## config.mk

```make
export PLATFORM = sky130hd
export DESIGN_NAME = reg_file_wr_ctrl
export DESIGN_NICKNAME = d
export VERILOG_FILES = /design/src/rtl/reg_file_wr_ctrl.sv
export SDC_FILE = /design/constraint.sdc
export NUM_CORES = 1
export LEC_CHECK = 0
export CAP_MARGIN = 20
export CORE_ASPECT_RATIO = 0.9
export CORE_MARGIN = 2
export CORE_UTILIZATION = 40
export CTS_BUF_LIST = sky130_fd_sc_hd__clkbuf_2 sky130_fd_sc_hd__clkbuf_4 sky130_fd_sc_hd__clkbuf_8
export DETAILED_ROUTE_END_ITERATION = 10
export GPL_ROUTABILITY_DRIVEN = 0
export PLACE_DENSITY = 0.87
export SETUP_SLACK_MARGIN = 0.5
export SYNTH_ARGS = -nofsm -noshare
export SYNTH_HDL_FRONTEND = slang
export SYNTH_SLANG_ARGS = --single-unit
```

## constraint.sdc

```tcl
create_clock -name i_clk -period 2.01 [get_ports i_clk]
set_input_delay 0.3015 -clock i_clk [delete_from_list [all_inputs] [get_ports i_clk]]
set_output_delay 0.3015 -clock i_clk [all_outputs]
set_load 0.01 [all_outputs]
```

## src/rtl/reg_file_wr_ctrl.sv

```systemverilog
// Register file write-side controller: clears every register after reset, then
// arbitrates two valid/ready writeback sources (round-robin) onto one registered write port.
//
// state | meaning
// CLEAR | sweeping zeros into every register, readies held low
// RUN   | arbitrating sources A and B onto the write port
module reg_file_wr_ctrl #(
  parameter int REG_WIDTH  = 32,
  parameter int ADDR_WIDTH = 4,
  parameter bit ZERO_R0    = 1'b0
) (
  input  logic                  i_clk,
  input  logic                  i_rst_n,
  input  logic                  i_a_valid,
  output logic                  o_a_ready,
  input  logic [ADDR_WIDTH-1:0] i_a_addr,
  input  logic [REG_WIDTH-1:0]  i_a_data,
  input  logic                  i_b_valid,
  output logic                  o_b_ready,
  input  logic [ADDR_WIDTH-1:0] i_b_addr,
  input  logic [REG_WIDTH-1:0]  i_b_data,
  output logic [ADDR_WIDTH-1:0] o_reg_addr_w,
  output logic [REG_WIDTH-1:0]  o_reg_val_w,
  output logic                  o_write_en,
  output logic                  o_init_done
);

  localparam logic [ADDR_WIDTH-1:0] LAST_ADDR = '1;

  typedef enum logic {
    CLEAR = 1'b0,
    RUN   = 1'b1
  } state_t;

  state_t                  state, state_nxt;
  logic [ADDR_WIDTH-1:0]   clr_cnt, clr_cnt_nxt;
  logic                    last_b, last_b_nxt;
  logic [ADDR_WIDTH-1:0]   addr_nxt;
  logic [REG_WIDTH-1:0]    val_nxt;
  logic                    en_nxt;
  logic                    done_nxt;
  logic                    a_rdy, b_rdy;

  // last_b resets high so that A wins the first contention
  always_ff @(posedge i_clk or negedge i_rst_n) begin
    if (!i_rst_n) begin
      state        <= CLEAR;
      clr_cnt      <= '0;
      last_b       <= 1'b1;
      o_reg_addr_w <= '0;
      o_reg_val_w  <= '0;
      o_write_en   <= 1'b0;
      o_init_done  <= 1'b0;
    end else begin
      state        <= state_nxt;
      clr_cnt      <= clr_cnt_nxt;
      last_b       <= last_b_nxt;
      o_reg_addr_w <= addr_nxt;
      o_reg_val_w  <= val_nxt;
      o_write_en   <= en_nxt;
      o_init_done  <= done_nxt;
    end
  end

  always_comb begin
    state_nxt   = state;
    clr_cnt_nxt = clr_cnt;
    last_b_nxt  = last_b;
    addr_nxt    = o_reg_addr_w;
    val_nxt     = o_reg_val_w;
    en_nxt      = 1'b0;
    done_nxt    = o_init_done;
    a_rdy       = 1'b0;
    b_rdy       = 1'b0;

    case (state)
      CLEAR: begin
        en_nxt      = 1'b1;
        addr_nxt    = clr_cnt;
        val_nxt     = '0;
        clr_cnt_nxt = clr_cnt + 1'b1;
        // terminal compare ends the sweep; counter parks at zero in RUN
        if (clr_cnt == LAST_ADDR) begin
          state_nxt   = RUN;
          done_nxt    = 1'b1;
          clr_cnt_nxt = '0;
        end
      end

      RUN: begin
        a_rdy = i_a_valid && (!i_b_valid || last_b);
        b_rdy = i_b_valid && !a_rdy;
        if (a_rdy) begin
          addr_nxt   = i_a_addr;
          val_nxt    = i_a_data;
          en_nxt     = !(ZERO_R0 && (i_a_addr == '0));
          last_b_nxt = 1'b0;
        end else if (b_rdy) begin
          addr_nxt   = i_b_addr;
          val_nxt    = i_b_data;
          en_nxt     = !(ZERO_R0 && (i_b_addr == '0));
          last_b_nxt = 1'b1;
        end
      end

      default: state_nxt = CLEAR;
    endcase
  end

  assign o_a_ready = a_rdy;
  assign o_b_ready = b_rdy;

endmodule

```

# [Yosys cells after proc, flatten, opt, wreduce, memory -nomap -nowiden]
# Index checks and enable logic that the tools add are counted.
[totals] rom_bits=0 in_bits=76 n_memories=0 latch_bits=0 mem_bits_rw=0 register_bits=44 wordCells=35
[op_classes] shift=0 n_mul=0 n_addsub=1 order_cmp=0 n_bitwise=1 n_mux=16 div_mod_pow=0 eq_ne=2 n_reduce_logical=8
[ops] operator="two-way mux 32 bit" n=2
[ops] operator="case mux 32 bit (2 select lines)" n=1
[ops] operator="two-way mux 4 bit" n=3
[ops] operator="two-way mux 1 bit" n=8
[ops] operator="case mux 4 bit (2 select lines)" n=1
[ops] operator="adder 4 x 1 -> 4 bit, second input constant" n=1
[ops] operator="equality test 4 bit, second input constant" n=1
[ops] operator="AND reduction 2 bit" n=2
[ops] operator="inequality test 3 x 1 -> 1 bit, second input constant" n=1
[ops] operator="logical AND 1 bit" n=2
[ops] operator="logical NOT 1 bit" n=2
[ops] operator="case mux 1 bit (2 select lines)" n=1
[ops] operator="nonzero test 2 bit" n=1
[ops] operator="logical OR 1 bit" n=1
[ops] operator="inverter 1 bit" n=1

# [Logic depth before layout (Yosys ltp)]
# Gate-level depths: netlist (run 1).
[logic_depth] word_depth=8 depth_mapped=6 mapped_depth_nobuf=4

# [Worst setup path after synthesis (run 1)]
# OpenSTA, ideal clock, no wires.
[synth_path] kind="register to output" from="register last_b" to="output o_a_ready" required_ns=1.709 n_path_buf=1 slack_ns=0.656 path_stages_with_launch=5 t_arrival_ns=1.052 cell_sequence="dfstp_2 > nand2b_4 > nand3_2 > inv_2 > buf_2"
[synth_between] elab_chain_cells=3
[synth_lines] element="start: declaration" line="37" source="logic last_b, last_b_nxt;"
[synth_lines] element="start signal: assignment" line="57" source="last_b <= last_b_nxt;"
[synth_lines] element="logical OR 1 bit" line="91" source="a_rdy = i_a_valid && (!i_b_valid || last_b);"
[synth_lines] element="logical AND 1 bit" line="91"
[synth_lines] element="two-way mux 1 bit" line="76" source="case (state)"
[synth_lines] element="end: declaration" line="15" source="output logic o_a_ready,"
# No other way between the ends.

# [Worst setup path after layout (run 1)]
[layout_path] from="input i_a_valid" to="register o_reg_val_w[1]"
[layout_between] elab_chain_cells=4 elab_cells_between_ends=6 cone_classes="eq/ne: 1; mux: 2; reduce/logical: 3"
[layout_lines] element="start: declaration" line="14" source="input logic i_a_valid,"
[layout_lines] element="logical AND 1 bit *" line="91"
[layout_lines] element="logical NOT 1 bit" line="92" source="b_rdy = i_b_valid && !a_rdy;"
[layout_lines] element="logical AND 1 bit" line="92"
[layout_lines] element="inequality test 3 x 1 -> 1 bit (no source line)"
[layout_lines] element="end signal: assignment" line="59" source="o_reg_val_w <= val_nxt;"
[layout_lines] element="end: declaration" line="23" source="output logic [REG_WIDTH-1:0] o_reg_val_w,"
# Every way passes the cells marked *; elsewhere a longest branch is shown, timed or not.
# A chain may end at the register's enable or synchronous reset.

==> out/qor.csv, run 1 <==
stage;metric;value;unit
clock_tree;Skew-Pair Late Insertion Delay;0.29;ns
yosys;Post-synth EDFFs;0;
floorplanning;die width;79.1;µm
place;# port buffers;115;
critical_path;Setup crit start kind;primary input;
yosys;Syn Inst Count;162;
yosys;Main synth FF type;dfrtp_1;
timing;Final Hold Fails;0;
detailed_routing;routed vias;1840;
timing;crit share post-route;0.757;
detailed_routing;DRT met1 WL;2590;µm
clock_tree;Worst-path clk slew;0.08;ns
global_routing;vias in the first global route;1853;
critical_path;Crit path max-delay family;buffers and inverters;
critical_path;reg2reg path depth;4;
detailed_routing;WL met3;475;µm
clock_tree;Clock Path Buffers;2;
clock_tree;CTS tree;done;
critical_path;slowest CP cell;clkdlybuf4s50_1;
critical_path;Worst R2R End;o_reg_val_w[1];
floorplanning;die height;71.6;µm
critical_path;Max Fanout on Critical Path;14;
yosys;synthesized flop and latch total;44;
critical_path;CP endpoint;o_reg_val_w[1];
timing;clock period minus worst slack;1.52;ns
global_routing;first-pass GRT wire length;9170;µm
timing;final setup fails;0;
timing;Achievable Freq;657;MHz
clock_tree;H-tree Lvls;2;
timing;Setup TNS Final;0;ns
cells_and_area;area grow syn2layout;68.8;%
clock_tree;Clk Tree Root Cell;clkbuf_8;
floorplanning;die footprint;0.00566;mm²
floorplanning;Core ar.;0.00486;mm²
critical_path;CP bufs+invs;3;
yosys;Netlist cell types;34;
place;number of cells after detailed placement;343;
timing;RSZ-0062 raised after global routing;true;
yosys;Syn Area/Cell;12.5;µm²
detailed_routing;ANT nets after route;0;
critical_path;critical path depth;6;
cells_and_area;number of diodes;0;
pwr;Power Density;635;mW/mm²
detailed_routing;Residual DRC;0;
cells_and_area;non-filler cells, final;353;
yosys;synthesized area;0.00203;mm²
cells_and_area;fill count;389;
critical_path;CP Cell Sequence;clkdlybuf4s50_1, buf_4, nor3b_4, buf_6, and2_1, a221o_2;
yosys;async set-reset flop share out of synthesis;1.00;
cells_and_area;commonest non-fill, non-tap cells in the layout;clkdlybuf4s50_1 (75), dfrtp_1 (42), a221o_1 (29), dlymetal6s2s_1 (27), and2_1 (19);
yosys;sequential-to-total area share from yosys stat;0.543;
timing;Final Max Tran Viols;0;
critical_path;crit path from;i_a_valid;
worst_hold_path;Tightest Hold Check Type;primary input to asynchronous set/reset pin;
cells_and_area;Multi-input gate area;823;µm²
cells_and_area;layout cells sized above 1;0.149;
run;Max-Cap Viols;0;
detailed_routing;WL per Instance;17.3;µm
global_routing;initial antenna violation count;0;
place;DPL Wire Length;4220;µm
critical_path;Worst Path Arrival;1.70;ns
critical_path;Crit Path Category;primary input to register;
timing;Slew HR;0.531;
floorplanning;# rows;24;
global_routing;GR Overflow Total;0;
yosys;syn_nets;239;
outcome;status;complete, no violations;
critical_path;Crit path largest cell delay;0.56;ns
floorplanning;Initial Utilization;0.417;
global_routing;gr usage total;0.214;
critical_path;Worst Path Required;2.19;ns
clock_tree;CTS buffer count;5;
clock_tree;clk sinks;44;
cells_and_area;commonest non-fill, non-tap cell in the layout;clkdlybuf4s50_1;
yosys;Syn. warnings;0;
detailed_routing;Iter 0 DRT Violations;72;
critical_path;worst r2r src;last_b;
critical_path;critical path capture point type;register;
timing;clk_skew;0.00442;ns
detailed_routing;top layer in use;met4;
critical_path;R2R Setup Slk;0.52;ns
pwr;worst ir drop on vdd;0.402;mV
timing;actual slew at the worst max-slew pin;0.703;ns
cells_and_area;fin util;0.705;
detailed_routing;Avg Vias per Cell;5.21;
detailed_routing;drt pass-1 iters;4;
pwr;P_leak;1.75;nW
cells_and_area;register area;0.00110;mm²
detailed_routing;met2 WL;2950;µm
floorplanning;I/O pin count;116;
global_routing;largest net degree at the start of global routing;33;
cells_and_area;Net count, final;365;
detailed_routing;Routed WL;6100;µm
-- routing by layer --
metal,track usage,up-vias
met3,0.0730,8
li1,-,857
met5,0,-
met2,0.336,91
met1,0.273,884
met4,0.0900,0
-- logic make-up (layout without fill, tap and decap cells) --
family / count (synthesis) / count (layout) / share of synthesized area
adders and majority gates: 1 / 1 / 0.00616
DFF: 44 / 44 / 0.543
AOI/OAI and AO/OA: 47 / 47 / 0.216
buffers and inverters: 15 / 141 / 0.0554
muxes: 4 / 4 / 0.0203
xor gates and xnor gates: 1 / 1 / 0.00431
and+or+nand+nor: 50 / 50 / 0.155
-- how the worst min path moves through the flow --
| stage | from | to | slack [ns] | cells after the start |
|---|---|---|---|---|
| after global routing | i_rst_n | o_reg_addr_w[3] | 0.1 | 1 |
| after detailed placement | i_rst_n | o_reg_addr_w[1] | 0.40 | 1 |
| after global placement | i_rst_n | o_reg_addr_w[3] | 0.39 | 1 |
| final | i_rst_n | o_reg_addr_w[1] | 0.05 | 1 |
| after CTS | i_rst_n | o_reg_val_w[26] | 0.07 | 1 |
| after floorplan | i_rst_n | clr_cnt[0] | 0.006 | 0 |
-- cells in the mapped netlist, drive strengths merged, types with 2 or more instances --
cell	count	area, µm²
mux2i	3	30.0
inv	4	15.0
dfrtp	43	1080
o21ai	2	10.0
buf	11	97.6
a221o	32	324
nand3	2	15.0
a21oi	5	28.8
o221a	3	33.8
nor2	2	7.51
and2	33	208
nand2	8	30.0
-- layout make-up --
cell class / count / share of cell area
Timing Repair Buffer: 130 / 0.385
Sequential cell: 44 / 0.322
Multi-Input combinational cell: 103 / 0.240
Tap cell: 65 / 0.0237
Clock buffer: 6 / 0.0223
Inverter: 4 / 0.00511
Clock inverter: 1 / 0.00146
-- timing repair --
action | 4_1_cts | 5_1_grt
hold buffers | 0 | 0
resized for setup | 23 | 29
endpoints found under the setup margin | 39 | 61
buffers inserted | 1 | 2
-- registers in the layout (all words and copies together) (netlist names) --
signal and flops:
clr_cnt 4, o_write_en 1, o_reg_val_w 32, o_init_done 1
state 1, last_b 1, o_reg_addr_w 4
-- power breakdown --
group          internal [mW]  total [mW]  switching [mW]  leakage (nW)
registers              0.980        1.02          0.0436         0.529
logic                  0.378       0.624           0.246          1.17
clock network          0.250       0.530           0.280        0.0445
-- through the flow --
step	setup slack (ns)	total power, mW	hold WS [ns]	instance area [µm²]
floorplan	0.656	1.28	0.00591	2030
global placement	-0.00885	1.67	0.388	3250
detailed placement	-0.0208	1.68	0.400	3250
CTS	0.476	2.21	0.0738	3340
global route	0.418	2.29	0.0952	3430
finish	0.489	2.18	0.0489	3430
Note: power is estimated with default switching activity, not from simulation.
==> run 2, diff against run 1 <==
--- a/config.mk
+++ b/config.mk
@@ -8,11 +8,11 @@
 export CAP_MARGIN = 20
 export CORE_ASPECT_RATIO = 0.9
 export CORE_MARGIN = 2
-export CORE_UTILIZATION = 40
+export CORE_UTILIZATION = 35
 export CTS_BUF_LIST = sky130_fd_sc_hd__clkbuf_2 sky130_fd_sc_hd__clkbuf_4 sky130_fd_sc_hd__clkbuf_8
 export DETAILED_ROUTE_END_ITERATION = 10
 export GPL_ROUTABILITY_DRIVEN = 0
-export PLACE_DENSITY = 0.87
+export PLACE_DENSITY = 0.81
 export SETUP_SLACK_MARGIN = 0.5
 export SYNTH_ARGS = -nofsm -noshare
 export SYNTH_HDL_FRONTEND = slang
==> constraint.sdc (replaced) <==
create_clock -name i_clk -period 1.3 [get_ports i_clk]
set_input_delay 0.195 -clock i_clk [delete_from_list [all_inputs] [get_ports i_clk]]
set_output_delay 0.195 -clock i_clk [all_outputs]
set_load 0.01 [all_outputs]
==> run 2 against run 1 <==
Effect of this change:
- clock skew about the same
- non-clock buffer count rose by 35
- final cell count increased by 11%
- worst setup slack got worse by 0.64 ns
- the flow now finishes with violations (negative hold slack, negative setup slack)
- via count increased by 8.8%
- utilization down 2.7 points
- largest cell class unchanged
- wire length grew 10%
- critical endpoint is now o_reg_val_w[17]
- combinational power up 88%
- die area is 13% higher
- clock-buffer cell count is the same
- first-iteration DRC count is 2.8% higher
==> out/qor.csv, run 2 (synthesis gave the netlist of run 1 again) <==
stage;metric;value;unit;change
outcome;status;finished with violations;;
outcome;failing checks;negative hold slack, negative setup slack;;
critical_path;slowest CP cell;dfstp_2;;
detailed_routing;Iter 0 DRT Violations;74;;+2.8%
critical_path;CP Cell Sequence;buf_6, a21oi_4, buf_12, buf_12, a221o_1;;
cells_and_area;Net count, final;400;;+9.6%
detailed_routing;drt pass-1 iters;4;;unchanged
timing;Final Hold Fails;10;;+10
timing;actual slew at the worst max-slew pin;0.415;ns;-0.288 ns
detailed_routing;ANT nets after route;0;;unchanged
cells_and_area;commonest non-fill, non-tap cells in the layout;clkdlybuf4s50_1 (73), dfrtp_1 (41), buf_2 (34), buf_4 (30), a221o_1 (29);;
cells_and_area;Largest register FFs;32;;unchanged
place;pre-CTS WS;-0.450;ns;-0.429 ns
pwr;P_leak;1.76;nW;+0.70%
cells_and_area;number of diodes;0;;unchanged
floorplanning;die height;76.3;µm;+6.5%
global_routing;largest net degree at the start of global routing;22;;-33%
global_routing;GR Util met2;0.313;;-0.0235
detailed_routing;Residual DRC;0;;unchanged
critical_path;Crit Path Category;register to register;;
floorplanning;# rows;26;;+8.3%
pwr;Power Density;997;mW/mm²;+57%
place;DPL Wire Length;4290;µm;+1.7%
floorplanning;Initial Utilization;0.361;;-0.0566
cells_and_area;Top Registers;o_reg_val_w (32), clr_cnt (4), o_reg_addr_w (4);;
clock_tree;H-tree Lvls;2;;unchanged
critical_path;critical path capture point type;register;;
timing;crit share post-route;1.12;;
floorplanning;I/O pin count;116;;unchanged
global_routing;GR Util met1;0.259;;-0.0141
cells_and_area;Top reg by flops;o_reg_val_w;;
timing;Final Max Tran Viols;0;;unchanged
global_routing;first-pass GRT wire length;9850;µm;+7.4%
pwr;worst ir drop on vdd;0.542;mV;+35%
timing;clock period minus worst slack;1.45;ns;
critical_path;Top cell by count, worst path;buf_12;;
global_routing;gr usage total;0.192;;-0.0219
critical_path;worst r2r src;last_b;;
global_routing;vias in the first global route;2035;;+9.8%
clock_tree;Clock Path Buffers;2;;unchanged
global_routing;Most Crowded Layer GR;met2;;
global_routing;GR Overflow Total;0;;unchanged
critical_path;Worst Path Required;1.47;ns;-0.72 ns
cells_and_area;area grow syn2layout;87.7;%;
place;# port buffers;115;;unchanged
timing;Slew HR;0.723;;+0.192
timing;clk_skew;0.00416;ns;-0.000264 ns
critical_path;Crit path largest cell delay;0.55;ns;about the same
run;Max-Cap Viols;0;;unchanged
detailed_routing;Routed WL;6730;µm;+10%
critical_path;crit path from;last_b;;
timing;final setup fails;38;;+38
clock_tree;Skew-Pair Late Insertion Delay;0.28;ns;about the same
clock_tree;CTS buffer count;5;;unchanged
cells_and_area;layout cells sized above 1;0.430;;+0.281
timing;post-route setup slack;-0.155;ns;-0.644 ns
global_routing;grt met3 use;0.0563;;-0.0167
global_routing;initial antenna violation count;0;;unchanged
timing;RSZ-0062 raised after global routing;true;;
floorplanning;die footprint;0.00643;mm²;+13%
clock_tree;clk sinks;44;;unchanged
detailed_routing;routed vias;2001;;+8.8%
cells_and_area;commonest non-fill, non-tap cell in the layout;clkdlybuf4s50_1;;
detailed_routing;Avg Vias per Cell;5.09;;-2.3%
floorplanning;die width;84.3;µm;+6.6%
timing;worst hold slack;-0.207;ns;-0.256 ns
cells_and_area;fin util;0.677;;-0.0273
clock_tree;Clk Tree Root Cell;clkbuf_8;;
critical_path;Max Fanout on Critical Path;10;;-4
place;placed inst area;0.00338;mm²;+3.9%
clock_tree;CTS tree;done;;
critical_path;Setup crit start kind;register;;
clock_tree;Worst-path clk slew;0.08;ns;about the same
worst_hold_path;Tightest Hold Check Type;primary input to asynchronous set/reset pin;;
cells_and_area;design area;0.00381;mm²;+11%
detailed_routing;WL per Instance;17.1;µm;-0.96%
timing;Achievable Freq;687;MHz;
critical_path;Worst Path Arrival;1.62;ns;-0.08 ns
floorplanning;Core ar.;0.00563;mm²;+16%
## run 2: cell types whose count changed in the layout (fill, tap and decap cells not counted), sizes merged
| cell | change |
|---|---|
| buf | +70 |
| bufbuf | +2 |
| bufinv | +1 |
| clkbuf | +1 |
| clkdlybuf4s50 | -2 |
| clkinv | -1 |
| dlygate4sd2 | -9 |
| dlymetal6s2s | -27 |
## run 2: stage by stage
| step | TNS [ns] | power [mW] | hold slack (ns) | std cells |
|---|---|---|---|---|
| 6_report | -4.48 | 3.80 | -0.207 | 393 |
| 5_1_grt | -5.41 | 3.97 | -0.200 | 393 |
| 4_1_cts | -3.77 | 3.73 | -0.219 | 384 |
| 3_5_place_dp | -14.89 | 2.65 | 0.104 | 354 |
| 3_3_place_gp | -14.29 | 2.63 | 0.101 | 354 |
| 2_1_floorplan | 0 | 2.00 | -0.101 | 162 |
## run 2: metal layers
| metal | wire length, µm | share of wire |
|---|---|---|
| met5 | 0 | 0 |
| met4 | 14 | 0.0021 |
| met3 | 416 | 0.062 |
| met2 | 3350 | 0.50 |
| met1 | 2940 | 0.44 |
## run 2: critical path: cells and delay by family, from the launching register on
kind            cells  cell delay [ns]
flops               1             0.55
buf+inv             3             0.39
compound gates      2             0.39
## run 2: power by group
part           switching, mW  leakage (nW)  total [mW]  internal (mW)
registers             0.0774         0.527        1.59           1.51
clock network          0.456        0.0547        1.04          0.585
logic                  0.440          1.18        1.17          0.729
total                  0.973          1.76        3.80           2.83
## run 2: final cells by class
class	count	area [µm²]
Clock buffer	6	76.3
Clock inverter	1	30.0
Fill cell	437	1820
Inverter	4	25.0
Multi-Input combinational cell	103	963
Sequential cell	44	1100
Tap cell	70	87.6
Timing Repair Buffer	165	1530
## run 2: what timing repair did
item	4_1_cts	5_1_grt
buffers inserted	21	7
gates resized for setup	198	16
endpoints found under the hold margin	10	10
gates cloned	2	2
endpoints found under the setup margin	84	84
pin swaps	9	7
## run 2: worst paths after layout
path,end,slack [ns],cells after the start
setup / recovery,o_reg_val_w[17],-0.15,5
hold / removal,o_reg_addr_w[3],-0.21,1
setup reg to reg,o_reg_val_w[17],-0.15,5
hold reg to reg,clr_cnt[2],0.58,1
max in group asynchronous,o_reg_val_w[26],0.94,2
min in group i_clk,o_reg_val_w[29],0.52,2
==> run 3, diff against run 2 <==
--- a/config.mk
+++ b/config.mk
@@ -11,7 +11,6 @@
 export CORE_UTILIZATION = 35
 export CTS_BUF_LIST = sky130_fd_sc_hd__clkbuf_2 sky130_fd_sc_hd__clkbuf_4 sky130_fd_sc_hd__clkbuf_8
 export DETAILED_ROUTE_END_ITERATION = 10
-export GPL_ROUTABILITY_DRIVEN = 0
 export PLACE_DENSITY = 0.81
 export SETUP_SLACK_MARGIN = 0.5
 export SYNTH_ARGS = -nofsm -noshare
==> results of run 3 <==
The final DEF is identical to that of run 2; final timing and power are the same.
